--- config.mk ---
export PLATFORM = sky130hd
export DESIGN_NAME = nat_lookup_arbiter_flat
export DESIGN_NICKNAME = d
export VERILOG_FILES = /design/src/rtl/nat_lookup_arbiter_if.sv /design/src/rtl/nat_lookup_arbiter.sv /design/src/flat_wrapper.sv
export SDC_FILE = /design/constraint.sdc
export NUM_CORES = 1
export LEC_CHECK = 0
export CORE_AREA = 2 2 227 229
export CTS_CLUSTER_DIAMETER = 80
export DETAILED_ROUTE_END_ITERATION = 10
export DIE_AREA = 0 0 229 231
export PLACE_DENSITY_LB_ADDON = 0.3
export SYNTH_ARGS = -nofsm -noshare
export SYNTH_HDL_FRONTEND = slang
export SYNTH_SLANG_ARGS = --single-unit
--- constraint.sdc ---
create_clock -name clk -period 16.4 [get_ports clk]
set_input_delay 1.64 -clock clk [delete_from_list [all_inputs] [get_ports clk]]
set_output_delay 1.64 -clock clk [all_outputs]
set_load 0.1 [all_outputs]
--- src/rtl/nat_lookup_arbiter_if.sv ---
// Handshake bundle between the tx/rx tuple streams, the arbiter
// and the NAT connection hash engine.
interface nat_lookup_arbiter_if #(
  parameter int TUPLE_W  = 128,
  parameter int RESULT_W = 16
);
  logic [TUPLE_W-1:0]  tx_req_data;
  logic                tx_req_valid;
  logic                tx_req_ready;
  logic [RESULT_W-1:0] tx_rsp_data;
  logic                tx_rsp_valid;
  logic                tx_rsp_miss;
  logic [TUPLE_W-1:0]  rx_req_data;
  logic                rx_req_valid;
  logic                rx_req_ready;
  logic [RESULT_W-1:0] rx_rsp_data;
  logic                rx_rsp_valid;
  logic                rx_rsp_miss;
  logic [TUPLE_W-1:0]  eng_tuple_data_0;
  logic [TUPLE_W-1:0]  eng_tuple_data_1;
  logic                eng_tuple_valid_0;
  logic                eng_tuple_valid_1;
  logic [RESULT_W-1:0] eng_conn_data_0;
  logic [RESULT_W-1:0] eng_conn_data_1;
  logic                eng_conn_valid_0;
  logic                eng_conn_valid_1;
  logic                eng_reset;

  modport slave (
    input  tx_req_data, tx_req_valid,
    input  rx_req_data, rx_req_valid,
    input  eng_conn_data_0, eng_conn_data_1,
    input  eng_conn_valid_0, eng_conn_valid_1,
    output tx_req_ready, tx_rsp_data,
    output tx_rsp_valid, tx_rsp_miss,
    output rx_req_ready, rx_rsp_data,
    output rx_rsp_valid, rx_rsp_miss,
    output eng_tuple_data_0, eng_tuple_data_1,
    output eng_tuple_valid_0, eng_tuple_valid_1,
    output eng_reset
  );

  modport master (
    output tx_req_data, tx_req_valid,
    output rx_req_data, rx_req_valid,
    output eng_conn_data_0, eng_conn_data_1,
    output eng_conn_valid_0, eng_conn_valid_1,
    input  tx_req_ready, tx_rsp_data,
    input  tx_rsp_valid, tx_rsp_miss,
    input  rx_req_ready, rx_rsp_data,
    input  rx_rsp_valid, rx_rsp_miss,
    input  eng_tuple_data_0, eng_tuple_data_1,
    input  eng_tuple_valid_0, eng_tuple_valid_1,
    input  eng_reset
  );
endinterface

--- src/rtl/nat_lookup_arbiter.sv ---
// Round-robin tx/rx sharing of the NAT hash engine, one lookup in flight,
// timeout recovery via eng_reset pulse. NAT_ARB_STATS_EN adds counters.
module nat_lookup_arbiter #(
  parameter int TUPLE_W   = 128,
  parameter int RESULT_W  = 16,
  parameter int TIMEOUT   = 1024,
  parameter int TMO_W     = 11,
  parameter int FLUSH_LEN = 4
) (
  input logic clk,
  input logic reset,
  nat_lookup_arbiter_if.slave bus
`ifdef NAT_ARB_STATS_EN
  ,
  output logic [31:0] stat_tx_grants,
  output logic [31:0] stat_rx_grants,
  output logic [15:0] stat_timeouts
`endif
);

  typedef enum logic [1:0] {
    IDLE,
    WAIT,
    FLUSH
  } state_e;

  localparam int FL_W = $clog2(FLUSH_LEN + 1);

  state_e              state_q, state_d;
  logic [1:0]          held_q, held_d;
  logic [1:0]          vreg_q, vreg_d;
  logic [1:0]          rv_q, rv_d;
  logic [1:0]          miss_q, miss_d;
  logic [1:0]          clr;
  logic [1:0]          grant;
  logic                gnt_q, gnt_d;
  logic                rr_q, rr_d;
  logic [TMO_W-1:0]    tmr_q, tmr_d;
  logic [FL_W-1:0]     fl_q, fl_d;
  logic [RESULT_W-1:0] rd_q, rd_d;
  logic [TUPLE_W-1:0]  tx_slot_q;
  logic [TUPLE_W-1:0]  rx_slot_q;
  logic                cv;
  logic [RESULT_W-1:0] cd;
  logic                tmo;

  assign cv  = gnt_q ? bus.eng_conn_valid_1 : bus.eng_conn_valid_0;
  assign cd  = gnt_q ? bus.eng_conn_data_1 : bus.eng_conn_data_0;
  assign tmo = (tmr_q == TMO_W'(TIMEOUT - 1));

  always_comb begin
    state_d = state_q;
    gnt_d   = gnt_q;
    rr_d    = rr_q;
    vreg_d  = vreg_q;
    tmr_d   = tmr_q;
    fl_d    = fl_q;
    rv_d    = '0;
    miss_d  = '0;
    rd_d    = '0;
    clr     = '0;
    grant   = '0;
    unique case (state_q)
      IDLE: begin
        if (|held_q) begin
          gnt_d   = (&held_q) ? ~rr_q : held_q[1];
          vreg_d  = gnt_d ? 2'b10 : 2'b01;
          grant   = vreg_d;
          tmr_d   = '0;
          state_d = WAIT;
        end
      end
      WAIT: begin
        // a response beats a coincident timeout
        if (cv) begin
          rv_d    = gnt_q ? 2'b10 : 2'b01;
          rd_d    = cd;
          clr     = rv_d;
          vreg_d  = '0;
          rr_d    = gnt_q;
          state_d = IDLE;
        end else if (tmo) begin
          rv_d    = gnt_q ? 2'b10 : 2'b01;
          miss_d  = rv_d;
          clr     = rv_d;
          vreg_d  = '0;
          rr_d    = gnt_q;
          fl_d    = '0;
          state_d = FLUSH;
        end else begin
          tmr_d = tmr_q + 1'b1;
        end
      end
      FLUSH: begin
        if (fl_q == FL_W'(FLUSH_LEN - 1)) begin
          state_d = IDLE;
        end else begin
          fl_d = fl_q + 1'b1;
        end
      end
      default: state_d = IDLE;
    endcase
  end

  assign held_d = (held_q & ~clr)
                | ({bus.rx_req_valid, bus.tx_req_valid} & ~held_q);

  always_ff @(posedge clk or posedge reset) begin
    if (reset) begin
      state_q <= IDLE;
      held_q  <= '0;
      vreg_q  <= '0;
      rv_q    <= '0;
      miss_q  <= '0;
      gnt_q   <= 1'b0;
      rr_q    <= 1'b1;
      tmr_q   <= '0;
      fl_q    <= '0;
      rd_q    <= '0;
    end else begin
      state_q <= state_d;
      held_q  <= held_d;
      vreg_q  <= vreg_d;
      rv_q    <= rv_d;
      miss_q  <= miss_d;
      gnt_q   <= gnt_d;
      rr_q    <= rr_d;
      tmr_q   <= tmr_d;
      fl_q    <= fl_d;
      rd_q    <= rd_d;
    end
  end

  always_ff @(posedge clk) begin
    if (bus.tx_req_valid && !held_q[0]) tx_slot_q <= bus.tx_req_data;
    if (bus.rx_req_valid && !held_q[1]) rx_slot_q <= bus.rx_req_data;
  end

  // slot data is stable while held, so it feeds the engine directly
  assign bus.eng_tuple_data_0  = tx_slot_q;
  assign bus.eng_tuple_data_1  = rx_slot_q;
  assign bus.eng_tuple_valid_0 = vreg_q[0] & ~bus.eng_conn_valid_0;
  assign bus.eng_tuple_valid_1 = vreg_q[1] & ~bus.eng_conn_valid_1;
  assign bus.eng_reset         = (state_q != FLUSH);
  assign bus.tx_req_ready      = ~held_q[0];
  assign bus.rx_req_ready      = ~held_q[1];
  assign bus.tx_rsp_valid      = rv_q[0];
  assign bus.rx_rsp_valid      = rv_q[1];
  assign bus.tx_rsp_miss       = miss_q[0];
  assign bus.rx_rsp_miss       = miss_q[1];
  assign bus.tx_rsp_data       = rd_q & {RESULT_W{rv_q[0]}};
  assign bus.rx_rsp_data       = rd_q & {RESULT_W{rv_q[1]}};

`ifdef NAT_ARB_STATS_EN
  logic [31:0] stx_q, srx_q;
  logic [15:0] stm_q;

  always_ff @(posedge clk or posedge reset) begin
    if (reset) begin
      stx_q <= '0;
      srx_q <= '0;
      stm_q <= '0;
    end else begin
      if (grant[0] && !(&stx_q)) stx_q <= stx_q + 1'b1;
      if (grant[1] && !(&srx_q)) srx_q <= srx_q + 1'b1;
      if ((|miss_d) && !(&stm_q)) stm_q <= stm_q + 1'b1;
    end
  end

  assign stat_tx_grants = stx_q;
  assign stat_rx_grants = srx_q;
  assign stat_timeouts  = stm_q;
`endif

endmodule

--- src/flat_wrapper.sv ---
// flat-port wrapper written by rule: the top's interface ports become plain ports
module nat_lookup_arbiter_flat 
#(
  parameter int TUPLE_W   = 128,
  parameter int RESULT_W  = 16,
  parameter int TIMEOUT   = 1024,
  parameter int TMO_W     = 11,
  parameter int FLUSH_LEN = 4
)
  (clk, reset, bus_tx_req_data, bus_tx_req_valid, bus_rx_req_data, bus_rx_req_valid, bus_eng_conn_data_0, bus_eng_conn_data_1, bus_eng_conn_valid_0, bus_eng_conn_valid_1, bus_tx_req_ready, bus_tx_rsp_data, bus_tx_rsp_valid, bus_tx_rsp_miss, bus_rx_req_ready, bus_rx_rsp_data, bus_rx_rsp_valid, bus_rx_rsp_miss, bus_eng_tuple_data_0, bus_eng_tuple_data_1, bus_eng_tuple_valid_0, bus_eng_tuple_valid_1, bus_eng_reset);
  nat_lookup_arbiter_if #(.TUPLE_W(TUPLE_W), .RESULT_W(RESULT_W)) bus_i ();
  input logic clk;
  input logic reset;
  input wire logic [$bits(bus_i.tx_req_data)-1:0] bus_tx_req_data;
  input wire logic [$bits(bus_i.tx_req_valid)-1:0] bus_tx_req_valid;
  input wire logic [$bits(bus_i.rx_req_data)-1:0] bus_rx_req_data;
  input wire logic [$bits(bus_i.rx_req_valid)-1:0] bus_rx_req_valid;
  input wire logic [$bits(bus_i.eng_conn_data_0)-1:0] bus_eng_conn_data_0;
  input wire logic [$bits(bus_i.eng_conn_data_1)-1:0] bus_eng_conn_data_1;
  input wire logic [$bits(bus_i.eng_conn_valid_0)-1:0] bus_eng_conn_valid_0;
  input wire logic [$bits(bus_i.eng_conn_valid_1)-1:0] bus_eng_conn_valid_1;
  output wire logic [$bits(bus_i.tx_req_ready)-1:0] bus_tx_req_ready;
  output wire logic [$bits(bus_i.tx_rsp_data)-1:0] bus_tx_rsp_data;
  output wire logic [$bits(bus_i.tx_rsp_valid)-1:0] bus_tx_rsp_valid;
  output wire logic [$bits(bus_i.tx_rsp_miss)-1:0] bus_tx_rsp_miss;
  output wire logic [$bits(bus_i.rx_req_ready)-1:0] bus_rx_req_ready;
  output wire logic [$bits(bus_i.rx_rsp_data)-1:0] bus_rx_rsp_data;
  output wire logic [$bits(bus_i.rx_rsp_valid)-1:0] bus_rx_rsp_valid;
  output wire logic [$bits(bus_i.rx_rsp_miss)-1:0] bus_rx_rsp_miss;
  output wire logic [$bits(bus_i.eng_tuple_data_0)-1:0] bus_eng_tuple_data_0;
  output wire logic [$bits(bus_i.eng_tuple_data_1)-1:0] bus_eng_tuple_data_1;
  output wire logic [$bits(bus_i.eng_tuple_valid_0)-1:0] bus_eng_tuple_valid_0;
  output wire logic [$bits(bus_i.eng_tuple_valid_1)-1:0] bus_eng_tuple_valid_1;
  output wire logic [$bits(bus_i.eng_reset)-1:0] bus_eng_reset;
  assign bus_i.tx_req_data = bus_tx_req_data;
  assign bus_i.tx_req_valid = bus_tx_req_valid;
  assign bus_i.rx_req_data = bus_rx_req_data;
  assign bus_i.rx_req_valid = bus_rx_req_valid;
  assign bus_i.eng_conn_data_0 = bus_eng_conn_data_0;
  assign bus_i.eng_conn_data_1 = bus_eng_conn_data_1;
  assign bus_i.eng_conn_valid_0 = bus_eng_conn_valid_0;
  assign bus_i.eng_conn_valid_1 = bus_eng_conn_valid_1;
  assign bus_tx_req_ready = bus_i.tx_req_ready;
  assign bus_tx_rsp_data = bus_i.tx_rsp_data;
  assign bus_tx_rsp_valid = bus_i.tx_rsp_valid;
  assign bus_tx_rsp_miss = bus_i.tx_rsp_miss;
  assign bus_rx_req_ready = bus_i.rx_req_ready;
  assign bus_rx_rsp_data = bus_i.rx_rsp_data;
  assign bus_rx_rsp_valid = bus_i.rx_rsp_valid;
  assign bus_rx_rsp_miss = bus_i.rx_rsp_miss;
  assign bus_eng_tuple_data_0 = bus_i.eng_tuple_data_0;
  assign bus_eng_tuple_data_1 = bus_i.eng_tuple_data_1;
  assign bus_eng_tuple_valid_0 = bus_i.eng_tuple_valid_0;
  assign bus_eng_tuple_valid_1 = bus_i.eng_tuple_valid_1;
  assign bus_eng_reset = bus_i.eng_reset;
  nat_lookup_arbiter #(.TUPLE_W(TUPLE_W), .RESULT_W(RESULT_W), .TIMEOUT(TIMEOUT), .TMO_W(TMO_W), .FLUSH_LEN(FLUSH_LEN)) u_core (.clk(clk), .reset(reset), .bus(bus_i));
endmodule
# Word level (Yosys, flattened, before mapping)

Index checks and enable logic that the tools add are counted.

Add/sub/neg operators: 2
Eq/ne operators: 12
Muxes and demuxes: 31
Bitwise logic cells: 14
Reductions and logical operators: 16

Operator list:

| operator                                              | count |
|---|---|
| 2-to-1 mux 16 bit                                     | 3 |
| 2-to-1 mux 11 bit                                     | 3 |
| bitwise AND 16 bit                                    | 2 |
| 2-to-1 mux 2 bit                                      | 14 |
| case mux 11 bit (2 select lines)                      | 1 |
| adder 11 x 1 -> 11 bit, second input constant         | 1 |
| equality test 11 x 10 -> 1 bit, second input constant | 1 |
| 2-to-1 mux 3 bit                                      | 3 |
| != test 2 bit, second input constant                  | 4 |
| AND reduction 4 bit                                   | 2 |
| != test 2 x 1 -> 1 bit, second input constant         | 3 |
| case mux 2 bit (3 select lines)                       | 1 |
| case mux 3 bit (2 select lines)                       | 1 |
| AND reduction 2 bit                                   | 3 |
| AND reduction 3 bit                                   | 2 |
| nonzero test 2 bit                                    | 3 |
| inverter 1 bit                                        | 5 |
| bitwise AND 2 bit                                     | 2 |
| 2-to-1 mux 1 bit                                      | 4 |
| inverter 2 bit                                        | 2 |
| case mux 2 bit (2 select lines)                       | 1 |
| adder 3 x 1 -> 3 bit, second input constant           | 1 |
| equality test 3 x 2 -> 1 bit, second input constant   | 1 |
| != test 3 x 1 -> 1 bit, second input constant         | 1 |
| 8 further kinds                                       | 11 |

Flip-flop bits (word level): 298
Output and inout bits: 297
Word-level logic and storage cells: 87

# Logic depth before layout (Yosys ltp)

Depth after elaboration: 7
Depth in mapped cells: 6
Mapped depth without buffers: 5

# Worst setup path after synthesis

OpenSTA, ideal clock, no wires.

Kind: input to register
Start: in bus_tx_req_valid
End: reg u_core.held_q[0]
Data arrival time: 7.746 ns
Required time: 16.290 ns
Setup slack: 8.544 ns
Stages on the path: 2
Cells stage by stage: nor2b_1 -> o21bai_1

Word-level cells in the longest chain between the ends: 2

RTL lines:

| element                | RTL line                  | source |
|---|---|---|
| start: declaration     | flat_wrapper.sv:15        | `input wire logic [$bits(bus_i.tx_req_valid)-1:0] bus_tx_req_valid;` |
| bitwise AND 2 bit      | nat_lookup_arbiter.sv:106 | `\| ({bus.rx_req_valid, bus.tx_req_valid} & ~held_q);` |
| OR 2 bit               | nat_lookup_arbiter.sv:106 |  |
| via u_core.held_d[0]   | nat_lookup_arbiter.sv:30  | `logic [1:0] held_q, held_d;` |
| end signal: assignment | nat_lookup_arbiter.sv:122 | `held_q <= held_d;` |
| end: declaration       | nat_lookup_arbiter.sv:30  |  |

The timed path passes the listed nets, and every way through them passes these cells.
A chain may end at the register's enable or synchronous reset.

# Worst setup path in the final report

Start: in bus_eng_conn_valid_1
End: out bus_eng_tuple_valid_1

Word-level cells in the longest chain between the ends: 2

RTL lines:

| element            | RTL line                  | source |
|---|---|---|
| start: declaration | flat_wrapper.sv:21        | `input wire logic [$bits(bus_i.eng_conn_valid_1)-1:0] bus_eng_conn_valid_1;` |
| inverter 1 bit     | nat_lookup_arbiter.sv:143 | `assign bus.eng_tuple_valid_1 = vreg_q[1] & ~bus.eng_conn_valid_1;` |
| bitwise AND 1 bit  | nat_lookup_arbiter.sv:143 |  |
| end: declaration   | flat_wrapper.sv:33        | `output wire logic [$bits(bus_i.eng_tuple_valid_1)-1:0] bus_eng_tuple_valid_1;` |

No other way between the ends.

==> results.md <==
* Max_cap viols at 0
* Finish-stage setup viols at 0
* Core ar. at 50700 um2
* Area delta synth->final at 80.4%
* Pin count of the biggest net entering global routing at 65
* Die width at 229 um
* Fmax at 0.199 GHz
* Seq cells post-synth at 298
* Post-CTS Repair Setup Buffers at 0
* Max Used Layer: met5
* Maximum vdd ir drop at about 0.11 mV
* Switching power total at 0.00131 W
* Ys async rst share at 0.141
* HP Class: reg -> reg
* Mean Syn Cell Area at 21.0 um2
* PwrDens at about 170 nW/um2
* Skew final at 0.0156 ns
* Crit Path Class: in -> out
* Register area share after synthesis at 0.889
* Total grt overflow at 0
* Setup total negative slack at 0 ns
* Mapped Area at 9830 um2
* Vias in the first global route at roughly 6800
* Post-synth EDFFs at between 200 and 300
* Crit-path max FO at 4
* Endpoints failing hold at 0
* Final WL at roughly 36000 um
* Critical path capture point type: primary output
* Routed WL per cell at 19.7 um
* Clock root buffer: clkbuf_16
* Post-route DRC at 0
* Nets at 1394
* RSZ-0062 raised after global routing: false
* Sequential fraction of design power at 0.346
* CTS tree: done
* Routed wl met2 at 18300 um
* Most frequent cells in the layout: 589 x clkdlybuf4s50_1, 256 x edfxtp_1, 41 x dfrtp_1
* Outcome: complete, no violations
* P_leak at 6.25 nW
* Element type at the critical path start: input pin
* DIE AREA at 52900 um2
* Total Routing Usage GR at 0.127
* Slew HR at 0.202
* Iteration-0 DRC Markers at between 300 and 400
* Critical Path RT at 14.76 ns
* Most common cell after layout, fill and taps aside: clkdlybuf4s50_1
* Crit share post-route at 0.306
* DR pass1 iterations at 7
* Tot Pwr at 0.00300 W
* Post-CTS Hold Fix Bufs at 0
* H-Tree Depth at 2
* Vias at 6663
* Placed Cells at 1738
* Antenna Cells at 0
* Clk Latency, worst-skew pair at 0.53 ns
* Critical Path AT at about 3.4 ns
* Initial Util at 0.194
* Routability Congestion at around 0.79
* CTS Sinks at 298
* Initial antenna violation count at 1
* Slew Viols, Final at 0
* Ys flop type: edfxtp_1
* CTS resizes at 0
* Port bufs at 590
* Syn Nets at 766
* Pint at 0.00169 W
* HPWL Detailed at about 28000 um
* Clock Path Buffers at 3
* Synth warnings at 0
* CTS clk-pin slew, worst paths at 0.05 ns
* Synth cell types at 45
* Slew @ Worst Pin at 1.19 ns
* Fin crit period at 5.02 ns
* Gate Count Post-Synth at about 470
* FILL cells at 4908
* Final cell count without fillers at 1803
* Layout cells sized above 1 at 0.0534
* Metal3 WL at approximately 2800 um
* Clock network power share at 0.255
* CTS Buf Count at 37
* Row count at 83
* First-pass GRT wire length at slightly below 50000 um
* M1 WL at 13600 um
* Comb pwr share at 0.400
* Final ANT Viol Nets at 0
* Die H at approximately 230 um
* Routed vias/inst at 3.70
* Sw Ratio at 0.436
* Io pins at 591
## routing by layer
layer	vias to the layer above	track usage
met5	-	0
met4	2	0.0375
li1	3065	-
met1	3240	0.145
met2	305	0.224
met3	51	0.0425
## kinds of logic after synthesis
logic type / Yosys count / synth area share
DFF: 298 / 0.889
and+or+nand+nor: 99 / 0.0552
AOI/OAI and AO/OA: 35 / 0.0255
muxes: 19 / 0.0200
buffers and inverters: 15 / 0.00662
adders and majority gates: 3 / 0.00382
## per-stage QoR
step / worst slack, ns / utilization / cell area [um2] / hold WS [ns]
after floorplan: 8.54 / - / 9830 / 0.446
after global placement: 11.36 / 0.328 / 16600 / 0.460
after detailed placement: 11.39 / 0.328 / 16600 / 0.490
after CTS: 11.37 / 0.350 / 17700 / 0.498
after global routing: 11.30 / 0.350 / 17700 / 0.525
final: 11.38 / 0.350 / 17700 / 0.513
## power by group through the flow
stage	Combinational [W]	Sequential (W)	Clock (W)
after floorplan	0.000214	0.00173	0
after global placement	0.00120	0.00105	0
after detailed placement	0.00121	0.00105	0
after CTS	0.00121	0.00104	0.000793
after global routing	0.00123	0.00105	0.000818
final	0.00120	0.00104	0.000764
## cell usage after synthesis, types with 2 or more instances
library cell,n,area [um2]
edfxtp_1,256,7690
dfrtp_1,41,1030
and2_1,33,206
nor2_1,24,90.1
mux2i_1,17,170
nand2_1,9,33.8
inv_1,8,30.0
o31ai_1,7,52.6
a21oi_1,6,30.0
a21boi_1,5,37.5
nand2b_1,5,31.3
or4_1,5,37.5
nand3_1,4,20.0
nand4_1,4,25.0
nor2b_1,4,25.0
and3_1,3,18.8
clkbuf_1,3,11.3
ha_1,3,37.5
o21ai_1,3,15.0
buf_1,2,7.51
nor3_1,2,10.0
nor4_1,2,12.5
## sequential cells by signal, summed over array words and instances, names as in the netlist
| register | count |
|---|---|
| u_core.bus.eng_tuple_data_0 | 128 |
| u_core.bus.eng_tuple_data_1 | 128 |
| u_core.rd_q | 16 |
| u_core.tmr_q | 11 |
| u_core.fl_q | 3 |
| u_core.held_q | 2 |
| u_core.miss_q | 2 |
| u_core.rv_q | 2 |
| u_core.state_q | 2 |
| u_core.vreg_q | 2 |
| u_core.gnt_q | 1 |
| u_core.rr_q | 1 |
## final timing paths
| path | start | endpoint | slack (ns) | cells past startpoint |
|---|---|---|---|---|
| worst max-delay path | bus_eng_conn_valid_1 | bus_eng_tuple_valid_1 | 11.38 | 3 |
| min in group asynchronous | reset | u_core.rv_q[1] | 1.57 | 3 |
| max in group asynchronous | reset | u_core.tmr_q[2] | 14.43 | 3 |
| worst min register to register | u_core.fl_q[0] | u_core.fl_q[0] | 0.51 | 1 |
| worst min-delay path | u_core.fl_q[0] | u_core.fl_q[0] | 0.51 | 1 |
| worst max register to register | u_core.held_q[0] | u_core.bus.eng_tuple_data_0[72] | 13.77 | 3 |
## final cells by class
| type | count | area, um2 | area share |
|---|---|---|---|
| clock buffer | 47 | 985 | 0.0555 |
| timing repair buffer | 596 | 5950 | 0.335 |
| sequential | 298 | 8740 | 0.493 |
| tap | 680 | 851 | 0.0480 |
| multi-input combinational | 156 | 1040 | 0.0588 |
| inverter | 8 | 30.0 | 0.00169 |
| clock inverter | 18 | 139 | 0.00783 |
## worst max-delay path, cell delays in order
cell and delay (ns):
clkdlybuf4s50_1 0.47, nor2b_1 0.14, clkdlybuf4s50_1 1.14
No activity file was read; power rests on OpenSTA's default activity.
